[src/rtl/jtag_uart_tx_feeder.sv]
// Byte-stream to JTAG UART Avalon-MM master: FIFO-buffers bytes and writes them only while UART credit remains.
// Latency: byte into empty FIFO with credit and no stall -> write strobe 2 cycles later; credit refreshed by polling WSPACE.
// Backpressure: in_ready drops only when the FIFO is full (registered level); Avalon commands hold while waitrequest=1.
module jtag_uart_tx_feeder #(
  parameter int FIFO_DEPTH = 16,
  parameter int POLL_GAP   = 64
) (
  input  logic                        clk_clk,
  input  logic                        reset_reset,
  input  logic                        in_valid,
  input  logic [7:0]                  in_data,
  output logic                        in_ready,
  output logic                        avm_chipselect,
  output logic                        avm_address,
  output logic                        avm_read_n,
  input  logic [31:0]                 avm_readdata,
  output logic                        avm_write_n,
  output logic [31:0]                 avm_writedata,
  input  logic                        avm_waitrequest,
  output logic [$clog2(FIFO_DEPTH):0] fifo_level,
  output logic                        busy
);

  localparam int AW = $clog2(FIFO_DEPTH);
  localparam int LW = AW + 1;
  localparam int GW = $clog2(POLL_GAP + 1);
  localparam logic [LW-1:0] LEVEL_FULL = LW'(FIFO_DEPTH);
  localparam logic [GW-1:0] GAP_LAST   = GW'(POLL_GAP - 1);

  typedef enum logic [1:0] {
    S_IDLE  = 2'd0,
    S_POLL  = 2'd1,
    S_WAIT  = 2'd2,
    S_WRITE = 2'd3
  } state_t;

  state_t        r_state;
  logic [7:0]    r_mem [FIFO_DEPTH];
  logic [AW-1:0] r_wr_ptr;
  logic [AW-1:0] r_rd_ptr;
  logic [LW-1:0] r_level;
  logic [15:0]   r_credit;
  logic [GW-1:0] r_gap;
  logic          r_cs;
  logic          r_addr;
  logic          r_read_n;
  logic          r_write_n;
  logic [31:0]   r_wdata;

  logic          w_push;
  logic          w_pop;
  logic          w_done;
  logic [15:0]   w_wspace;
  logic          w_unused_rd;

  // A command completes on the first cycle it is presented without a stall.
  assign w_done   = r_cs & ~avm_waitrequest;
  // Full test uses the registered level only, so a same-cycle pop never opens a slot at full.
  assign in_ready = ~reset_reset & (r_level != LEVEL_FULL);
  assign w_push   = in_valid & in_ready;
  assign w_pop    = (r_state == S_WRITE) & w_done;
  assign w_wspace = avm_readdata[31:16];
  // Low half of the control register (interrupt enables etc.) is irrelevant here.
  assign w_unused_rd = ^avm_readdata[15:0];

  assign avm_chipselect = r_cs;
  assign avm_address    = r_addr;
  assign avm_read_n     = r_read_n;
  assign avm_write_n    = r_write_n;
  assign avm_writedata  = r_wdata;
  assign fifo_level     = r_level;
  assign busy           = (r_level != '0) | r_cs;

  // FIFO storage: payload needs no reset, validity is tracked by the pointers.
  always_ff @(posedge clk_clk) begin
    if (w_push) begin
      r_mem[r_wr_ptr] <= in_data;
    end
  end

  // FIFO pointers and occupancy; pointers wrap naturally at the power-of-2 depth.
  always_ff @(posedge clk_clk) begin
    if (reset_reset) begin
      r_wr_ptr <= '0;
      r_rd_ptr <= '0;
      r_level  <= '0;
    end else begin
      if (w_push) begin
        r_wr_ptr <= r_wr_ptr + AW'(1);
      end
      if (w_pop) begin
        r_rd_ptr <= r_rd_ptr + AW'(1);
      end
      case ({w_push, w_pop})
        2'b10:   r_level <= r_level + LW'(1);
        2'b01:   r_level <= r_level - LW'(1);
        default: r_level <= r_level;
      endcase
    end
  end

  // Control FSM with registered Avalon command; command fields only change on completion.
  always_ff @(posedge clk_clk) begin
    if (reset_reset) begin
      r_state   <= S_IDLE;
      r_cs      <= 1'b0;
      r_addr    <= 1'b0;
      r_read_n  <= 1'b1;
      r_write_n <= 1'b1;
      r_wdata   <= '0;
      r_credit  <= '0;
      r_gap     <= '0;
    end else begin
      case (r_state)
        S_IDLE: begin
          if (r_level != '0) begin
            r_cs <= 1'b1;
            if (r_credit != '0) begin
              r_state   <= S_WRITE;
              r_addr    <= 1'b0;
              r_write_n <= 1'b0;
              r_wdata   <= {24'h0, r_mem[r_rd_ptr]};
            end else begin
              r_state  <= S_POLL;
              r_addr   <= 1'b1;
              r_read_n <= 1'b0;
            end
          end
        end
        S_POLL: begin
          if (w_done) begin
            r_cs     <= 1'b0;
            r_read_n <= 1'b1;
            r_credit <= w_wspace;
            if (w_wspace == '0) begin
              r_state <= S_WAIT;
              r_gap   <= '0;
            end else begin
              r_state <= S_IDLE;
            end
          end
        end
        S_WAIT: begin
          // Back off so a full UART is not hammered with reads.
          if (r_gap == GAP_LAST) begin
            r_state  <= S_POLL;
            r_cs     <= 1'b1;
            r_addr   <= 1'b1;
            r_read_n <= 1'b0;
          end else begin
            r_gap <= r_gap + GW'(1);
          end
        end
        S_WRITE: begin
          if (w_done) begin
            r_state   <= S_IDLE;
            r_cs      <= 1'b0;
            r_write_n <= 1'b1;
            if (r_credit != '0) begin
              r_credit <= r_credit - 16'd1;
            end
          end
        end
        default: r_state <= S_IDLE;
      endcase
    end
  end

endmodule

[config.mk]
export PLATFORM = sky130hd
export DESIGN_NAME = jtag_uart_tx_feeder
export DESIGN_NICKNAME = d
export VERILOG_FILES = /design/src/rtl/jtag_uart_tx_feeder.sv
export SDC_FILE = /design/constraint.sdc
export NUM_CORES = 1
export LEC_CHECK = 0
export ABC_AREA = 1
export BUFFER_PORTS_ARGS = -buffer_cell sky130_fd_sc_hd__buf_2
export CORE_MARGIN = 2
export CORE_UTILIZATION = 35
export DETAILED_ROUTE_END_ITERATION = 10
export PLACE_DENSITY = 0.65
export SKIP_CTS_REPAIR_TIMING = 1
export SLEW_MARGIN = 0
export SYNTH_ARGS = -nofsm -noshare
export SYNTH_HDL_FRONTEND = slang
export SYNTH_SLANG_ARGS = --single-unit
[constraint.sdc]
create_clock -name clk_clk -period 2.2 [get_ports clk_clk]
set_input_delay 0.11 -clock clk_clk [delete_from_list [all_inputs] [get_ports clk_clk]]
set_output_delay 0.11 -clock clk_clk [all_outputs]
set_load 0.02 [all_outputs]
After elaboration in Yosys (flattened, before gate mapping)
Memories as Yosys holds them, arrays and structs flattened. A register that Yosys moved wholly into a read port is not among the register bits.
Cells that the tools add are included.
- bits in registers: 42
- RAM bits: 128
- input port bits: 44
- output and inout port bits: 43
- logic and storage cells: 93
- memories: 1
- $add $sub $neg: 6
- eq/ne operators: 17
- muxes and demuxes: 33
- bitwise operators: 7
- reductions and logical operators: 19
- memories (memory ; depth ; width ; read ports ; clocked after Yosys merged registers in ; write ports ; line ; RTL):
    r_mem ; 16 ; 8 ; 1 ; 1 ; 1 ; 38 ; logic [7:0] r_mem [FIFO_DEPTH];
- operators by type and width (kind ; count):
    16-bit 2-to-1 mux ; 3
    16-bit one-hot mux with 2 select lines ; 1
    7-bit 2-to-1 mux ; 3
    16-bit zero test ; 1
    2-bit != test (second input constant) ; 8
    4-bit AND reduction ; 4
    16-bit nonzero test ; 1
    16-bit by 1-bit subtractor with 16-bit output (second input constant) ; 1
    7-bit one-hot mux with 2 select lines ; 1
    1-bit 2-to-1 mux ; 13
    2-bit 2-to-1 mux ; 6
    5-bit one-hot mux with 2 select lines ; 1
    2-bit nonzero test ; 5
    3-bit AND reduction ; 3
    4-bit by 1-bit adder with 4-bit output (second input constant) ; 2
    2-bit one-hot mux with 4 select lines ; 1
    7-bit by 1-bit adder with 7-bit output (second input constant) ; 1
    7-bit by 6-bit equality test with 1-bit output (second input constant) ; 1
    2-bit equality test (second input constant) ; 3
    1-bit one-hot mux with 3 select lines ; 2
    5-bit by 1-bit adder with 5-bit output (second input constant) ; 1
    5-bit != test (second input constant) ; 1
    5-bit AND reduction ; 1
    5-bit nonzero test ; 1
    10 further kinds ; 17

Logic depth before layout (Yosys ltp)
- word-level depth: 5
- depth in mapped cells: 15
- depth with buffers taken out: 15

Worst setup path after synthesis
Ideal clock, no wire load.
- path type: register to register
- start: register r_level[0] (netlist: fifo_level[0])
- end: register r_level[4] (netlist: fifo_level[4])
- library setup time: 0.132 ns
- data arrival time: 2.228 ns
- required time: 2.068 ns
- setup slack: -0.160 ns
- stages on the path, launching flop included: 16
- path buffers: 0
- period minus slack after synthesis: 2.360 ns
- cell sequence: dfxtp_1 inv_1 nand3_1 o21ai_0 inv_1 nand2_2 ha_1 xor2_1 ha_1 or2_2 nand3_1 nand2_1 nand2_1 nand2_1 nand2_1 a21oi_1
- word-level cells in the longest chain between the ends: 5
- elaborated cells on any way between the ends: 9
- classes of those cells: add/sub (2); eq/ne (3); mux (1); bitwise (2); reduce/logical (1)
- RTL lines (element ; line ; RTL):
    start: declaration ; 41 ; logic [LW-1:0] r_level;
    start signal: assignment ; 95 ; 2'b10: r_level <= r_level + LW'(1);
    start signal: assignment ; 96 ; 2'b01: r_level <= r_level - LW'(1);
    start signal: assignment ; 97 ; default: r_level <= r_level;
    5-bit != test (*) ; 59 ; assign in_ready = ~reset_reset & (r_level != LEVEL_FULL);
    1-bit AND (*) ; 59 ;
    named net in_ready ; 12 ; output logic in_ready,
    1-bit AND (*) ; 60 ; assign w_push = in_valid & in_ready;
    2-bit by 1-bit equality test with 1-bit output / 2-bit equality test (equally long branches) ; 94 ; case ({w_push, w_pop})
    5-bit one-hot mux with 2 select lines / 2-bit nonzero test (equally long branches) ; -- ;
The timed path passes the listed nets; every way through them passes the cells marked *.
A chain may end at the register's enable or synchronous reset.

Worst setup path in the final report
- start: register r_level[1] (netlist: fifo_level[1])
- end: memory r_mem[15][2], enable pin
- word-level cells in the longest chain between the ends: 5
- RTL lines (element ; line ; RTL):
    5-bit != test ; 59 ;
    1-bit AND ; 59 ;
    1-bit AND ; 60 ;
    1-bit 2-to-1 mux ; 76 ; if (w_push) begin
    1-bit 2-to-1 mux (implied by the code) ; 77 ; r_mem[r_wr_ptr] <= in_data;
    end: declaration ; 38 ;
No other way between the ends.

==> reports/results.tsv <==
metric	value	unit
status	finished, violations left	
violations	hold timing	
mostFrequentLayoutCells	188 x sky130_fd_sc_hd__nor2_1, 128 x sky130_fd_sc_hd__edfxtp_1, 114 x sky130_fd_sc_hd__nand2_1, 92 x sky130_fd_sc_hd__o21ai_0, 67 x sky130_fd_sc_hd__inv_1	
ant_nets	0	
synth-seq-area-share	58.09	%
vdd_drop_max	503.1	uV
met1_usage	21.73	%
yosysWarningCount	0	
r2r_setup_slack	0.18	ns
slew_viol_final	0	
floorplan.io_pins	87	
setup.worst_path.end_class	flip-flop	
synth_top_family_by_area	simple AND/OR/NAND/NOR gates	
worst_pin_slew	0.6634	ns
syn-instance-count	903	
syn_area_per_cell	9.235	um2
initial_core_util	35.63	%
synth_xor_area_share	0.9452	%
dpl.hpwl	12890	um
cts_htree_levels	4	
seqPwrFrac	45.6	%
grtUsageMet2	25.71	%
drt_drc_violations_left	0	
clk_path_buf_depth	2	
synth_compound_gate_area_share	11.13	%
max_cap_violations	0	
fin_ws	0.1827	ns
tritoncts_clock_tree	yes	
timing_hold_violations_final	1	
area_growth_syn_to_layout	14.97	%
drive_gt1_share	14.93	%
period_needed	2.017	ns
viasPerCell	4.829	
drtIter0Drc	618	
part_of_the_power_in_combinational_logic	19.6	%
critPathKind	flip-flop to flip-flop	
p_sw_share	30.75	%
min_path_type	primary input to flip-flop	
grt_pass1_wl	30450	um
totalWireLength	19370	um
floorplan.die.width	158.4	um
num-nets-final	1021	
postSynthRegisterBits	178	
numPortBuffers	46	
total_of_endpoints_with_negative_setup_slack_in_the_final_report	0	
setup_total_negative_slack	0	ns
arrival	2.08	ns
min_delay_worst_endpoint	avm_chipselect	
final_core_utilization	40.97	%
clkLatencyLatePin	0.43	ns
dieHeight	158.4	um
gr-max-usage-layer	met2	
rr_endpoint	r_mem[15][2]	
yosys-mux-area-fraction	0	%
worst-path-max-fanout	8	
grt_antenna_before_repair	0	
synth_simple_gate_area_share	20.11	%
maximum_number_of_pins_on_one_net_before_global_route_repair	43	
fin_total_pwr	0.008506	W
finalClockSkew	0.009341	ns
ctsRootBufferMaster	sky130_fd_sc_hd__clkbuf_16	
dr_total_vias	6263	
clkTransAtPathRegs	0.07	ns
power_switching	0.002615	W
hold_depth	3	
place_worst_setup_slack	0.03591	ns
row_count	56	
power.static_leakage	3.760	nW
final_common_cell	sky130_fd_sc_hd__nor2_1	
setup_crit_start_kind	flip-flop	
cp.required	2.26	ns
core_area	23400	um2
timing.reg2reg.worst_path_depth	9	
globalplace.congestion	0.8695	
worst_hold_startpoint	avm_waitrequest	
achievable_freq	0.4957	GHz
grt_usage	15.95	%
cts_inserted_buffers	17	
rr_startpoint	fifo_level[1]	
grt_setup_unrepaired	no	
crit_share_post_route	91.70	%
gr-usage-met3	2.967	%
count_of_unique_library_cells_instantiated_by_yosys	41	
syn_area	8339	um2
synthAdderAreaFrac	1.800	%
timing.max_slew.rel_slack	55.61	%
internal-power	0.005891	W
antenna-diode-count	0	
wl_per_cell	14.93	um
cellPowerDensity	887.2	nW/um2
numClockSinks	178	
gr-total-overflow	0	
p_clk_share	34.8	%
die_area	25080	um2
first_global_vias	5670	
drt_pass1_iterations	5	
worst_hold_slack	-0.008074	ns
==> worst max path at each step <==
stage | to | startpoint | cells after the start
global placement | fifo_level[4] | fifo_level[2] | 15
global route | fifo_level[4] | fifo_level[2] | 15
floorplan | fifo_level[4] | fifo_level[1] | 15
CTS | fifo_level[2] | fifo_level[2] | 12
finish | r_mem[15][2] | fifo_level[1] | 9
detailed placement | fifo_level[2] | fifo_level[2] | 12
==> cell type report <==
type                    instances  area [um2]
repair buffers                 79       503.0
inverters                      79       299.0
well taps                     319       399.1
fillers                      2271       13810
clock buffers                  18       429.2
flip-flops and latches        178        4855
clock inverters                14       142.6
multi-input cells             610        2960
==> power by group through the flow <==
stage / clock, W / combinational, W / sequential, W
6_report: 0.00296 / 0.00166 / 0.00388
5_1_grt: 0.00314 / 0.00189 / 0.00390
4_1_cts: 0.00301 / 0.00166 / 0.00388
3_5_place_dp: 0 / 0.00165 / 0.00395
3_3_place_gp: 0 / 0.00163 / 0.00395
2_1_floorplan: 0 / 0.00111 / 0.00404
==> layer usage <==
layer	vias up	share of wire, %
met5	-	0
met4	0	1.8
met3	22	5.2
met2	195	48
met1	2924	45
li1	3122	-
==> registers in the layout (all words and copies together), names as in the netlist <==
register	count
r_mem	128
r_credit	16
avm_writedata	8
r_gap	7
fifo_level	5
r_rd_ptr	4
r_wr_ptr	4
r_state	2
avm_address	1
avm_chipselect	1
avm_read_n	1
avm_write_n	1
==> worst max-delay path: stages (launching register included) <==
cell and delay [ns]:
sky130_fd_sc_hd__dfxtp_2 0.36, sky130_fd_sc_hd__inv_1 0.07, sky130_fd_sc_hd__nand3_1 0.08, sky130_fd_sc_hd__o21ai_1 0.08
sky130_fd_sc_hd__inv_1 0.09, sky130_fd_sc_hd__nand2_2 0.09, sky130_fd_sc_hd__buf_4 0.17, sky130_fd_sc_hd__inv_1 0.08
sky130_fd_sc_hd__nand2_2 0.11, sky130_fd_sc_hd__nor2_1 0.53
==> synthesized netlist by cell type (all sizes together) <==
| master | n | area share [%] |
|---|---|---|
| a21o | 1 | 0.090 |
| a22oi | 1 | 0.090 |
| xor2 | 8 | 0.84 |
| edfxtp | 128 | 46 |
| ha | 12 | 1.8 |
| clkbuf | 12 | 0.54 |
| o211ai | 24 | 2.2 |
| clkinv | 6 | 0.27 |
| nor3 | 6 | 0.36 |
| nand3 | 67 | 4.1 |
| nand2 | 119 | 5.6 |
| inv | 73 | 3.3 |
| nand4 | 10 | 0.83 |
| o21bai | 2 | 0.18 |
| and2 | 1 | 0.075 |
| o31ai | 1 | 0.090 |
| nor2 | 193 | 8.9 |
| dfxtp | 50 | 12 |
| o21ai | 99 | 6.1 |
| or2 | 4 | 0.33 |
| a21oi | 36 | 2.3 |
| xnor2 | 1 | 0.11 |
| conb | 1 | 0.045 |
| buf | 47 | 3.8 |
| o2111ai | 1 | 0.11 |
==> stage by stage <==
stage          std cells  instance area (um2)  hold WS, ns
6_report            1297                 9588    -0.008074
4_1_cts             1296                 9547     -0.01434
3_3_place_gp        1264                 8975       0.4234
3_5_place_dp        1264                 8975       0.4301
2_1_floorplan        926                 8436       0.2089
5_1_grt             1297                 9588     0.007690
==> cell families after synthesis <==
logic type	Yosys count
buf+inv	138
fa+ha+maj	12
simple gates	400
xor+xnor	9
flops	178
other cells	1
compound gates	165
Note: power is estimated with default switching activity, not from simulation.
